`src/rtl/adc_capture.sv`:
```
// rtl/adc_capture.sv - SPI ADC sampler that DMA-writes sign-extended samples into RAM
// Halts after SAMPLE_AMNT samples or wraps as a ring buffer; includes its SPI read-only master.

module spi_master_ss_no_write #(
   parameter int WID               = 18,
   parameter int WID_SIZ           = 5,
   parameter int POLARITY          = 0,
   parameter int PHASE             = 1,
   parameter int CYCLE_HALF_WAIT   = 10,
   parameter int TIMER_LEN         = 4,
   parameter int SS_WAIT           = 5,
   parameter int SS_WAIT_TIMER_LEN = 3
) (
   input  logic           clk,
   input  logic           rst_L,
   input  logic           arm,
   input  logic           miso,
   output logic [WID-1:0] from_slave,
   output logic           finished,
   output logic           sck,
   output logic           ss_L
);
   localparam int   TW       = (TIMER_LEN > SS_WAIT_TIMER_LEN) ? TIMER_LEN : SS_WAIT_TIMER_LEN;
   localparam logic IDLE_SCK = (POLARITY != 0);

   typedef enum logic [2:0] {SP_IDLE, SP_SETUP, SP_LEAD, SP_TRAIL, SP_HOLD, SP_DONE} sp_state_t;
   sp_state_t state, state_nxt;

   logic [TW-1:0]      timer;
   logic [WID_SIZ-1:0] bit_cnt;
   logic               half_done, ss_done, last_bit, sample_now;

   assign half_done  = (timer == TW'(CYCLE_HALF_WAIT - 1));
   assign ss_done    = (timer == TW'(SS_WAIT - 1));
   assign last_bit   = (bit_cnt == WID_SIZ'(WID - 1));
   // Mode 1 samples on the trailing SCK edge, mode 0 on the leading one
   assign sample_now = half_done && ((PHASE != 0) ? (state == SP_TRAIL) : (state == SP_LEAD));
   assign finished   = (state == SP_DONE);

   always_comb begin
      state_nxt = state;
      case (state)
         SP_IDLE:  if (arm) state_nxt = SP_SETUP;
         SP_SETUP: if (ss_done) state_nxt = SP_LEAD;
         SP_LEAD:  if (half_done) state_nxt = SP_TRAIL;
         SP_TRAIL: if (half_done) state_nxt = last_bit ? SP_HOLD : SP_LEAD;
         SP_HOLD:  if (ss_done) state_nxt = SP_DONE;
         SP_DONE:  if (!arm) state_nxt = SP_IDLE;
         default:  state_nxt = SP_IDLE;
      endcase
   end

   always_ff @(posedge clk or negedge rst_L) begin
      if (!rst_L) begin
         state      <= SP_IDLE;
         timer      <= '0;
         bit_cnt    <= '0;
         from_slave <= '0;
         sck        <= IDLE_SCK;
         ss_L       <= 1'b1;
      end else begin
         state <= state_nxt;
         timer <= (state_nxt != state) ? '0 : timer + 1'b1;
         if (state == SP_IDLE)
            bit_cnt <= '0;
         else if (state == SP_TRAIL && half_done)
            bit_cnt <= bit_cnt + 1'b1;
         if (sample_now)
            from_slave <= {from_slave[WID-2:0], miso};
         sck  <= (state_nxt == SP_TRAIL) ? !IDLE_SCK : IDLE_SCK;
         ss_L <= (state_nxt == SP_IDLE) || (state_nxt == SP_DONE);
      end
   end
endmodule

module adc_capture #(
   parameter int ADC_WID                 = 18,
   parameter int ADC_WID_SIZ             = 5,
   parameter int ADC_POLARITY            = 0,
   parameter int ADC_PHASE               = 1,
   parameter int ADC_CYCLE_HALF_WAIT     = 10,
   parameter int ADC_CYCLE_HALF_WAIT_SIZ = 4,
   parameter int ADC_SS_WAIT             = 5,
   parameter int ADC_SS_WAIT_SIZ         = 3,
   parameter int TIMER_WID               = 32,
   parameter int SAMPLE_AMNT_WID         = 11,
   parameter int SAMPLE_AMNT             = 2047,
   parameter int RAM_WID                 = 32,
   parameter int RAM_WORD_WID            = 16,
   parameter int RAM_WORD_INCR           = 2
) (
   input  logic                       clk,
   input  logic                       rst_L,
   input  logic                       arm,
   input  logic                       halt_on_finish,
   input  logic [TIMER_WID-1:0]       time_to_wait,
   input  logic [RAM_WID-1:0]         start_addr,
   output logic                       finished,
   output logic                       running,
   output logic                       wrapped,
   output logic [SAMPLE_AMNT_WID-1:0] sample_cnt,
   output logic [RAM_WID-1:0]         ram_dma_addr,
   output logic [RAM_WORD_WID-1:0]    ram_word,
   output logic                       ram_write,
   input  logic                       ram_valid,
   input  logic                       miso,
   output logic                       sck,
   output logic                       ss_L
);
   localparam int SW = 2 * RAM_WORD_WID;

   typedef enum logic [2:0] {
      IDLE, DO_WAIT, ADC_READ, WRITE_LO, WRITE_HI, END_CHECK, WAIT_ON_DISARM
   } state_t;
   state_t state, state_nxt;

   logic [RAM_WID-1:0]   base, addr;
   logic [TIMER_WID-1:0] wait_timer;
   logic [SW-1:0]        sample;
   logic [ADC_WID-1:0]   adc_data;
   logic                 adc_arm, adc_finished, accepted, buf_full;

   spi_master_ss_no_write #(
      .WID(ADC_WID), .WID_SIZ(ADC_WID_SIZ), .POLARITY(ADC_POLARITY), .PHASE(ADC_PHASE),
      .CYCLE_HALF_WAIT(ADC_CYCLE_HALF_WAIT), .TIMER_LEN(ADC_CYCLE_HALF_WAIT_SIZ),
      .SS_WAIT(ADC_SS_WAIT), .SS_WAIT_TIMER_LEN(ADC_SS_WAIT_SIZ)
   ) u_spi (
      .clk(clk), .rst_L(rst_L), .arm(adc_arm), .miso(miso),
      .from_slave(adc_data), .finished(adc_finished), .sck(sck), .ss_L(ss_L)
   );

   // A stray ram_valid while no request is outstanding is ignored
   assign accepted = ram_write && ram_valid;
   assign buf_full = (sample_cnt == SAMPLE_AMNT_WID'(SAMPLE_AMNT));
   assign running  = (state != IDLE);

   always_comb begin
      state_nxt = state;
      case (state)
         IDLE:      if (arm) state_nxt = DO_WAIT;
         DO_WAIT:   if (!arm) state_nxt = IDLE;
                    else if (wait_timer == '0) state_nxt = ADC_READ;
         ADC_READ:  if (adc_finished) state_nxt = WRITE_LO;
         WRITE_LO:  if (accepted) state_nxt = WRITE_HI;
         WRITE_HI:  if (accepted) state_nxt = END_CHECK;
         END_CHECK: if (buf_full) state_nxt = halt_on_finish ? WAIT_ON_DISARM : DO_WAIT;
                    else state_nxt = arm ? DO_WAIT : IDLE;
         WAIT_ON_DISARM: if (!arm) state_nxt = IDLE;
         default:   state_nxt = IDLE;
      endcase
   end

   always_ff @(posedge clk or negedge rst_L) begin
      if (!rst_L) state <= IDLE;
      else        state <= state_nxt;
   end

   always_ff @(posedge clk or negedge rst_L) begin
      if (!rst_L) begin
         finished     <= 1'b0;
         wrapped      <= 1'b0;
         ram_write    <= 1'b0;
         adc_arm      <= 1'b0;
         sample_cnt   <= '0;
         ram_dma_addr <= '0;
         ram_word     <= '0;
         wait_timer   <= '0;
         base         <= '0;
         addr         <= '0;
         sample       <= '0;
      end else begin
         case (state)
            IDLE: begin
               finished <= 1'b0;
               if (arm) begin
                  base       <= start_addr;
                  addr       <= start_addr;
                  sample_cnt <= '0;
                  wrapped    <= 1'b0;
                  wait_timer <= time_to_wait;
               end
            end
            DO_WAIT:
               if (arm) begin
                  if (wait_timer == '0) adc_arm <= 1'b1;
                  else                  wait_timer <= wait_timer - 1'b1;
               end
            ADC_READ:
               if (adc_finished) begin
                  sample  <= SW'($signed(adc_data));
                  adc_arm <= 1'b0;
               end
            // Request is raised one cycle after entry, which gives the gap between words
            WRITE_LO, WRITE_HI:
               if (accepted) begin
                  ram_write <= 1'b0;
                  addr      <= addr + RAM_WID'(RAM_WORD_INCR);
                  if (state == WRITE_HI) sample_cnt <= sample_cnt + 1'b1;
               end else begin
                  ram_write    <= 1'b1;
                  ram_dma_addr <= addr;
                  ram_word     <= (state == WRITE_LO) ? sample[RAM_WORD_WID-1:0]
                                                      : sample[SW-1:RAM_WORD_WID];
               end
            END_CHECK:
               if (buf_full) begin
                  if (halt_on_finish) begin
                     finished <= 1'b1;
                  end else begin
                     addr       <= base;
                     sample_cnt <= '0;
                     wrapped    <= 1'b1;
                     wait_timer <= time_to_wait;
                  end
               end else if (arm) begin
                  wait_timer <= time_to_wait;
               end
            default: ;
         endcase
      end
   end
endmodule

```
`config.mk`:
```
export PLATFORM = sky130hd
export DESIGN_NAME = adc_capture
export DESIGN_NICKNAME = d
export VERILOG_FILES = /design/src/rtl/adc_capture.sv
export SDC_FILE = /design/constraint.sdc
export NUM_CORES = 1
export LEC_CHECK = 0
export BUFFER_PORTS_ARGS = -buffer_cell sky130_fd_sc_hd__buf_2
export CAP_MARGIN = 20
export CORE_AREA = 2 2 191 193
export CTS_BUF_LIST = sky130_fd_sc_hd__clkbuf_8
export DETAILED_ROUTE_END_ITERATION = 12
export DIE_AREA = 0 0 193 195
export SLEW_MARGIN = 20
export SYNTH_ARGS = -nofsm -noshare
export SYNTH_HDL_FRONTEND = slang
export SYNTH_SLANG_ARGS = --single-unit
```
`constraint.sdc`:
```
create_clock -name clk -period 4.4 [get_ports clk]
set_input_delay 0.66 -clock clk [delete_from_list [all_inputs] [get_ports clk]]
set_output_delay 0.66 -clock clk [all_outputs]
set_load 0.01 [all_outputs]
```
==> impl_metrics.ini, run 1 <==
[outcome]
outcome = completed

[yosys]
yosys_warnings = 0
async_flop_share_pct = 100
yosys.area.top_type_share_pct = 50.0
syn_avg_cell_area_um2 = 9.54
synthFlopType = dfrtp_1
synth_nets = 1184
synth_cell_types = 70
ys_seq_area_share_pct = 50.3
synth-simple-area-share_pct = 18.3
syn_area_um2 = 10600
synthCells = 1106
muxShareOfSynthArea_pct = 7.63
synth_edf_count = 0
synth_compound_area_share_pct = 18.4
synth-seq-cells = 212
yosysMostFrequentCell = dfrtp_1
synth_top_family_by_area = compound AO/OA/AOI/OAI gates
synth_area_leaders = dfrtp_1 (50%), mux2_2 (7.3%), nand2_1 (6.2%)
synth_adder_area_share_pct = 0.948
synth-xor-area-share_pct = 0.913
synth_area_leader_cell = dfrtp_1
netlist_top_cells_count = dfrtp_1 (211), nand2_1 (174), o21ai_0 (97)

[setup_path]
arrival_ns = 3.46
crit_chain = ha_1 -> nand3_1 -> nor4_1 -> nand2b_1 -> nor2b_1 -> a221o_1
end_kind = flip-flop
setup.worst_path.start = sample_cnt[0]$_DFFE_PN0P_
slowest_delay_ns = 0.78
cp_max_fo = 13
critPathSlowestCell = nor4_1
crit_type = reg2reg
reg2reg_from = sample_cnt[0]$_DFFE_PN0P_
path_buf_inv = 0
critPathRequiredTime_ns = 4.87
critPathLaunchType = flip-flop
crit_family = simple AND/OR/NAND/NOR gates

[timing]
hold_violations = 0
relSlewSlack_pct = 28.4
fmax_mhz = 334
finalWorstPathRequiredPeriod_ns = 2.99
slew_violations = 0
finalCritPeriodShare_pct = 68.0
setup-violations-final = 0
rsz0062_at_grt = false
worstMarginPinSlew_ns = 1.07
whs_ns = 0.134
fin_skew_ns = 0.0380
setup_tns_ns = 0

[finish]
final_nets = 1308
layout-drive-gt1-share_pct = 24.1
fill_cells = 3651
final_cells = 1725
area_delta_synth_final_pct = 18.8

[place]
hpwl_um = 19900
io_buffers = 134
place_inst = 1648
gp_congestion = 0.824

[die]
start_util_pct = 29.8
die_h_um = 195
fp-row-count = 69
core_um2 = 35400
dieArea_um2 = 37600
ios = 135
die_w_um = 193

[drt]
drt_pass1_iterations = 5
ant_nets = 0
vias = 9003
wl_per_cell_um = 17.2
drc_errors = 0
avgViaCountPerCell = 5.22
drt_iter0_markers = 746
wirelength_um = 29700

[global_routing]
grt_use_total_pct = 15.8
grt_pass1_wl_um = 47600
grt_antenna_before_repair = 1
grt_max_degree = 101
grt_pass1_vias = 8837
overflow = 0

[clocking]
cts.repair.resized = 0
post_cts_buffers = 0
cts_hold_buf = 0
cts_buffers = 41
tritoncts = yes
htreeDepth = 2
clock-sinks = 212
clk_latency_ns = 0.58
root_buffer = clkbuf_8
clkTransAtPathRegs_ns = 0.07
clk_path_buf_depth = 3

[job]
timing.max_cap.violations = 0

[power_and_ir_drop]
leakage_nw = 5.77
power_density_nw_per_um2 = 528
peakVddDrop_uv = 274
power_mw = 6.62

[min_path]
hold_path.class = in2async
==> worst paths after layout <==
check,to,slack (ns),cells after the start
max,wait_timer[2]$_DFFE_PN0P_,1.41,6
min,wait_timer[21]$_DFFE_PN0P_,0.13,1
max reg2reg,wait_timer[2]$_DFFE_PN0P_,1.41,6
min reg2reg,ram_dma_addr[0]$_DFFE_PN0P_,0.46,2
max in group asynchronous,u_spi.from_slave[11]$_DFFE_PN0P_,3.47,2
min in group clk,wait_timer[15]$_DFFE_PN0P_,0.32,3
==> sequential cells by signal (all words and copies together), names as in the netlist <==
signal and count:
addr 32, base 32, ram_dma_addr 32, wait_timer 32
sample 18, u_spi.from_slave 18, ram_word 16, sample_cnt 11
u_spi.bit_cnt 5, u_spi.timer 4, state 3, u_spi.state 3
adc_arm 1, finished 1, ram_write 1, u_spi.sck 1
u_spi.ss_L 1, wrapped 1
==> layer usage <==
layer / global-route usage [%] / routed length [um] / part of all wire [%] / up-vias
met4: 4.80 / 580 / 2.0 / 2
met5: 0 / 9 / 0.030 / -
met1: 22.9 / 13900 / 47 / 4401
met2: 23.4 / 13100 / 44 / 291
li1: - / - / - / 4261
met3: 3.45 / 2150 / 7.2 / 48
==> where the power goes <==
part | switching [mW] | internal, mW
combinational | 1.05 | 0.701
clock | 0.896 | 1.10
sequential | 0.468 | 2.41
total | 2.41 | 4.21
==> layout make-up <==
cell class                 instances  area [um^2]  area share, %
multi-input combinational        804         4910           39.1
inverter                          21         78.8          0.628
sequential                       212         5310           42.3
antenna                            1         2.50         0.0199
clock buffer                      50          688           5.49
timing repair buffer             150          826           6.58
clock inverter                    26          158           1.26
tap                              461          577           4.60
==> layout by cell type, fill, tap and decap left out, types with 6 or more instances in the layout <==
master / netlist / layout
dfrtp_1: 211 / 211
nand2_1: 174 / 173
buf_2: 5 / 133
o21ai_0: 97 / 97
a21oi_1: 72 / 72
mux2_2: 68 / 68
nor2_1: 68 / 65
clkbuf_8: 0 / 50
inv_1: 21 / 34
nor3_1: 31 / 30
nand3_1: 28 / 28
o21ai_1: 27 / 27
a31oi_1: 20 / 20
nand4_1: 14 / 14
and3_1: 14 / 14
buf_4: 2 / 14
nor4_1: 12 / 12
a22oi_1: 11 / 11
nand2b_1: 9 / 9
a22o_1: 9 / 9
o22ai_1: 9 / 9
a32oi_1: 9 / 9
or3_1: 8 / 8
a221oi_1: 8 / 8
ha_1: 8 / 8
clkinv_2: 0 / 8
nand3b_1: 7 / 7
xor2_1: 7 / 7
o31ai_1: 7 / 7
and2_1: 7 / 7
a21o_1: 6 / 6
==> logic make-up (layout without fill, tap and decap cells) <==
group	count (synthesis)	after routing
simple gates	400	400
compound gates	313	313
flops	212	212
buf+inv	90	247
mux	72	72
xor+xnor	11	11
fa+ha+maj	8	8
other cells	0	1
==> per-stage QoR <==
step                      setup WS, ns  util, %  area (um^2)
after CTS                         1.36     35.4        12500
after detailed placement          1.34     33.0        11700
final                             1.41     35.4        12500
after global routing              1.17     35.4        12500
after floorplan                   2.02        -        10600
after global placement            1.40     33.0        11700
No activity file was read; power rests on OpenSTA's default activity.
==> inputs of run 2 (changes only) <==
- clock period: 4.4 -> 2.4 ns (I/O delays scaled with it)
==> impl_metrics.ini, run 2 (synthesized netlist as in run 1, its figures left out) <==
[drt]
drt_pass1_iterations = 5
ant_nets = 0
avgViaCountPerCell = 5.18
drt_iter0_markers = 542
wl_per_cell_um = 17.1
wirelength_um = 31500
drc_errors = 0
vias = 9535

[setup_path]
crit_chain = or4_4 -> or4_4 -> nor4_4 -> buf_4 -> a211o_4 -> clkbuf_16 -> a21oi_1 -> o21ai_1
slowest_delay_ns = 0.55
arrival_ns = 2.94
ff2ff_path_depth = 8
crit_type = reg2reg
critPathLaunchType = flip-flop
setup.worst_path.start = wait_timer[21]$_DFFE_PN0P_
critPathRequiredTime_ns = 2.91
r2r_slack_ns = -0.03
critPathSlowestCell = or4_4
path_depth = 8
path_buf_inv = 2
reg2reg_from = wait_timer[21]$_DFFE_PN0P_
cpMostUsedCell = or4_4
worstReg2RegEnd = wait_timer[22]$_DFFE_PN0P_
crit_family = simple AND/OR/NAND/NOR gates
crit_path_end = wait_timer[22]$_DFFE_PN0P_
end_kind = flip-flop
cp_max_fo = 8

[clocking]
clk_path_buf_depth = 3
tritoncts = yes
cts_buffers = 41
root_buffer = clkbuf_8
clock-sinks = 212
clk_latency_ns = 0.60
htreeDepth = 2
clkTransAtPathRegs_ns = 0.05

[outcome]
failed_checks = negative setup slack
outcome = finished, violations left

[finish]
layout-drive-gt1-share_pct = 29.2
fin_area_um2 = 13800
area_delta_synth_final_pct = 30.8
final_cells = 1840
final_common_cell = dfrtp_1
final_nets = 1428
layout_common_cells = dfrtp_1 (210), nand2_1 (171), buf_2 (133), o21ai_0 (82), buf_4 (78)

[die]
core_um2 = 35400
ios = 135
start_util_pct = 29.8
fp-row-count = 69
dieArea_um2 = 37600
die_h_um = 195
die_w_um = 193

[timing]
fmax_mhz = 412
slew_violations = 0
rsz0062_at_grt = true
setup-violations-final = 7
worstMarginPinSlew_ns = 0.593
hold_violations = 0
fin_skew_ns = 0.0221
finalWorstSetupSlack_ns = -0.0274
relSlewSlack_pct = 60.1
finalWorstPathRequiredPeriod_ns = 2.43
finalCritPeriodShare_pct = 101

[global_routing]
grt_pass1_wl_um = 50300
overflow = 0
grt_use_total_pct = 16.8
grt_max_degree = 65
grt_pass1_vias = 9499
grt_antenna_before_repair = 1

[power_and_ir_drop]
leakage_nw = 6.44
peakVddDrop_uv = 538
power_density_nw_per_um2 = 930

[place]
hpwl_um = 20800
gp_congestion = 0.905
place_inst = 1717
io_buffers = 134
place_area_um2 = 12400
pre_cts_slack_ns = -0.138

[job]
timing.max_cap.violations = 0

[min_path]
hold_path.class = in2reg
run 2: layer usage:
layer / track usage [%] / vias up / wire [um]
li1: - / 4496 / -
met2: 26.2 / 309 / 14400
met5: 0 / - / 0
met3: 5.00 / 65 / 2380
met4: 5.47 / 0 / 770
met1: 22.2 / 4665 / 13900
run 2: power by group:
| group | switching [mW] | leakage (nW) | internal, mW |
|---|---|---|---|
| clock network | 1.62 | 0.464 | 1.79 |
| logic | 2.30 | 3.21 | 1.93 |
| registers | 0.795 | 2.76 | 4.42 |
| total | 4.71 | 6.44 | 8.14 |
run 2: repair_timing:
item,4_1_cts,5_1_grt
cloned,0,2
endpoints found under the hold margin,98,0
setup buffers,4,5
gates resized for setup,15,37
setup endpoints to repair,32,45
pin swaps,7,18
hold buffers,40,0
run 2: worst min-delay path: cells and delay by family:
family,cells,cell delay [ns]
and+or+nand+nor,1,0.06
buffers and inverters,1,0.10
AOI/OAI and AO/OA,1,0.08
run 2: worst min-delay path by stage:
stage / depth (start not counted) / end / slack, ns / from
after floorplan: 0 / adc_arm$_DFFE_PN0P_ / 0.06 / rst_L
after global placement: 1 / wait_timer[22]$_DFFE_PN0P_ / 0.35 / rst_L
after detailed placement: 1 / wait_timer[18]$_DFFE_PN0P_ / 0.35 / rst_L
after CTS: 3 / wait_timer[4]$_DFFE_PN0P_ / 0.0007 / time_to_wait[4]
after global routing: 2 / wait_timer[2]$_DFFE_PN0P_ / 0.02 / time_to_wait[2]
final: 3 / wait_timer[27]$_DFFE_PN0P_ / 0.05 / time_to_wait[27]
run 2: cell type report:
type	instances	area (um^2)
clock inverter	24	118
inverter	21	78.8
timing repair buffer	270	2020
antenna	1	2.50
multi-input combinational	804	5050
fill	3561	21600
tap	461	577
sequential	212	5310
clock buffer	47	647
run 2: metrics by stage:
| step | setup TNS, ns | hold WS [ns] | total power, mW | util (%) |
|---|---|---|---|---|
| floorplan | 0 | 0.0644 | 7.56 | - |
| detailed placement | -1.38 | 0.355 | 9.09 | 34.9 |
| finish | -0.0723 | 0.0520 | 12.8 | 39.0 |
| global route | -1.59 | 0.0213 | 13.8 | 39.0 |
| CTS | -0.595 | 0.000674 | 12.7 | 38.3 |
| global placement | -0.825 | 0.354 | 8.98 | 34.9 |
==> inputs of run 3 (changes only) <==
- ABC_AREA: not set -> 1
- CORE_AREA: 2 2 191 193 -> 2 2 205 207
- DIE_AREA: 0 0 193 195 -> 0 0 207 209
==> impl_metrics.ini, run 3 <==
[finish]
fin_area_um2 = 14300
diodes = 0
final_nets = 1913
layout-drive-gt1-share_pct = 16.7
layout_common_cells = nand2_1 (581), dfrtp_1 (211), o21ai_0 (167), inv_1 (160), nor2_1 (151)
final_cells = 2399
fill_cells = 4414
area_delta_synth_final_pct = 17.6
final_common_cell = nand2_1

[yosys]
synth_cell_types = 42
synth_area_leader_cell = dfrtp_1
yosys.area.top_type_share_pct = 43.5
synthFlopType = dfrtp_1
synth-seq-cells = 212
synth_nets = 1775
synth_area_leaders = dfrtp_1 (43%), nand2_1 (18%), o21ai_0 (6.9%)
async_flop_share_pct = 100
ys_seq_area_share_pct = 43.7
netlist_top_cells_count = nand2_1 (581), dfrtp_1 (211), o21ai_0 (167)
synth_edf_count = 0
syn_area_um2 = 12200
yosys_warnings = 0
synthCells = 1697
yosysMostFrequentCell = nand2_1
syn_avg_cell_area_um2 = 7.16

[timing]
hold_violations = 0
setup_tns_ns = 0
finalCritPeriodShare_pct = 92.3
fin_skew_ns = 0.0508
finalWorstSetupSlack_ns = 0.184
rsz0062_at_grt = false
worstMarginPinSlew_ns = 0.597
finalWorstPathRequiredPeriod_ns = 2.22
setup-violations-final = 0
relSlewSlack_pct = 60.2
slew_violations = 0
fmax_mhz = 451

[drt]
drt_iter0_markers = 816
wirelength_um = 35700
wl_met2_um = 16700
wl_per_cell_um = 14.9
dr_wl_met3_um = 1910
avgViaCountPerCell = 4.82
ant_nets = 0
drt_pass1_iterations = 5
drc_errors = 0
maxUsedRoutingLayer = met5
met1Wirelength_um = 16000
vias = 11600

[min_path]
hold_path.class = in2reg

[place]
hpwl_um = 26000
pre_cts_slack_ns = 0.229
place_area_um2 = 13500
io_buffers = 134
gp_congestion = 0.930
place_inst = 2333

[die]
ios = 135
fp-row-count = 75
core_um2 = 41300
dieArea_um2 = 43300
die_h_um = 209
die_w_um = 207
start_util_pct = 29.4

[setup_path]
r2r_slack_ns = 0.18
ff2ff_path_depth = 11
setup.worst_path.start = wait_timer[0]$_DFFE_PN0P_
critPathSlowestCell = dfrtp_1
end_kind = flip-flop
critPathLaunchType = flip-flop
crit_chain = inv_1 -> ha_1 -> nand2_2 -> nor2_4 -> nand2_1 -> nor2_2 -> nand3_2 -> nand2_4 -> inv_4 -> o21ai_0 -> o21ai_2
reg2reg_from = wait_timer[0]$_DFFE_PN0P_
critPathRequiredTime_ns = 2.82
crit_path_end = wait_timer[1]$_DFFE_PN0P_
crit_type = reg2reg
arrival_ns = 2.64
worstReg2RegEnd = wait_timer[1]$_DFFE_PN0P_
cp_max_fo = 45
slowest_delay_ns = 0.41

[global_routing]
grt_max_degree = 72
grt_pass1_wl_um = 58900
overflow = 0
grt_antenna_before_repair = 1
grt_use_total_pct = 16.5
grt_pass1_vias = 11200

[clocking]
clk_latency_ns = 0.57
cts.repair.resized = 0
htreeDepth = 2
clk_path_buf_depth = 3
cts_buffers = 38
tritoncts = yes
root_buffer = clkbuf_8
clkTransAtPathRegs_ns = 0.06
clock-sinks = 212

[job]
timing.max_cap.violations = 0

[power_and_ir_drop]
peakVddDrop_uv = 538
leakage_nw = 7.10
power_density_nw_per_um2 = 1120
power_mw = 16.0

[outcome]
outcome = completed
run 3: cell types whose count changed in the layout (fill, tap and decap cells not counted), sizes merged, moves of 17 or more:
cell | before | now
o211ai | 2 | 23
a21oi | 72 | 29
a31oi | 20 | 0
or2 | 3 | 26
nor4 | 18 | 1
dlygate4sd3 | 40 | 1
mux2 | 68 | 20
nand2 | 174 | 592
inv | 42 | 169
nor2 | 68 | 168
o21ai | 124 | 188
nand3 | 28 | 137
buf | 228 | 162
run 3: layout make-up:
class,count,area [um^2],area share [%]
Sequential cell,212,5310,37.1
Inverter,158,598,4.19
Clock inverter,18,163,1.14
Tap cell,539,674,4.72
Clock buffer,47,647,4.53
Multi-Input combinational cell,1262,5950,41.6
Timing Repair Buffer,163,951,6.65
run 3: logic make-up (layout without fill, tap and decap cells):
kind of cell | Yosys count | count (layout) | synth area share, %
XOR/XNOR | 10 | 10 | 0.721
buffers and inverters | 223 | 386 | 7.44
flip-flops | 212 | 212 | 43.7
AND/OR/NAND/NOR | 955 | 955 | 33.0
adder cells (fa/ha/maj) | 8 | 8 | 0.824
AO/OA/AOI/OAI | 268 | 268 | 12.4
multiplexers | 21 | 21 | 1.94
run 3: timing repair:
action                    in CTS  in global routing
hold buffers                   1                  0
hold endpoints to repair      68                  0
setup buffers                  0                  0
run 3: through the flow:
| step | hold WS, ns | util [%] |
|---|---|---|
| after floorplan | 0.0644 | - |
| after global placement | 0.377 | 32.6 |
| after detailed placement | 0.381 | 32.6 |
| after CTS | 0.00184 | 34.6 |
| after global routing | 0.0374 | 34.6 |
| final | 0.0357 | 34.6 |
run 3: where the power goes:
part / total (mW) / switching (mW) / internal (mW) / leakage [nW]
clock network: 3.65 / 1.56 / 2.10 / 0.456
registers: 5.63 / 0.948 / 4.68 / 2.71
logic: 6.70 / 4.43 / 2.27 / 3.94
run 3: routing by layer:
metal | vias to the layer above | track usage (%)
li1 | 5742 | -
met1 | 5449 | 21.7
met2 | 297 | 27.4
met3 | 79 | 2.87
met4 | 2 | 6.03
met5 | - | 0
run 3: worst min-delay path by stage:
| stage | startpoint | endpoint | slack (ns) | depth (start not counted) |
|---|---|---|---|---|
| 2_1_floorplan | rst_L | adc_arm$_DFFE_PN0P_ | 0.06 | 0 |
| 3_3_place_gp | rst_L | ram_dma_addr[11]$_DFFE_PN0P_ | 0.38 | 1 |
| 3_5_place_dp | rst_L | ram_dma_addr[10]$_DFFE_PN0P_ | 0.38 | 1 |
| 4_1_cts | start_addr[11] | base[11]$_DFFE_PN0P_ | 0.002 | 3 |
| 5_1_grt | start_addr[17] | base[17]$_DFFE_PN0P_ | 0.04 | 2 |
| 6_report | start_addr[11] | base[11]$_DFFE_PN0P_ | 0.04 | 3 |
run 3: critical path: cells and delay by family (launching register included):
family | cells | cell delay [ns]
simple gates | 6 | 0.86
flops | 1 | 0.41
buf+inv | 2 | 0.30
fa+ha+maj | 1 | 0.26
compound gates | 2 | 0.25
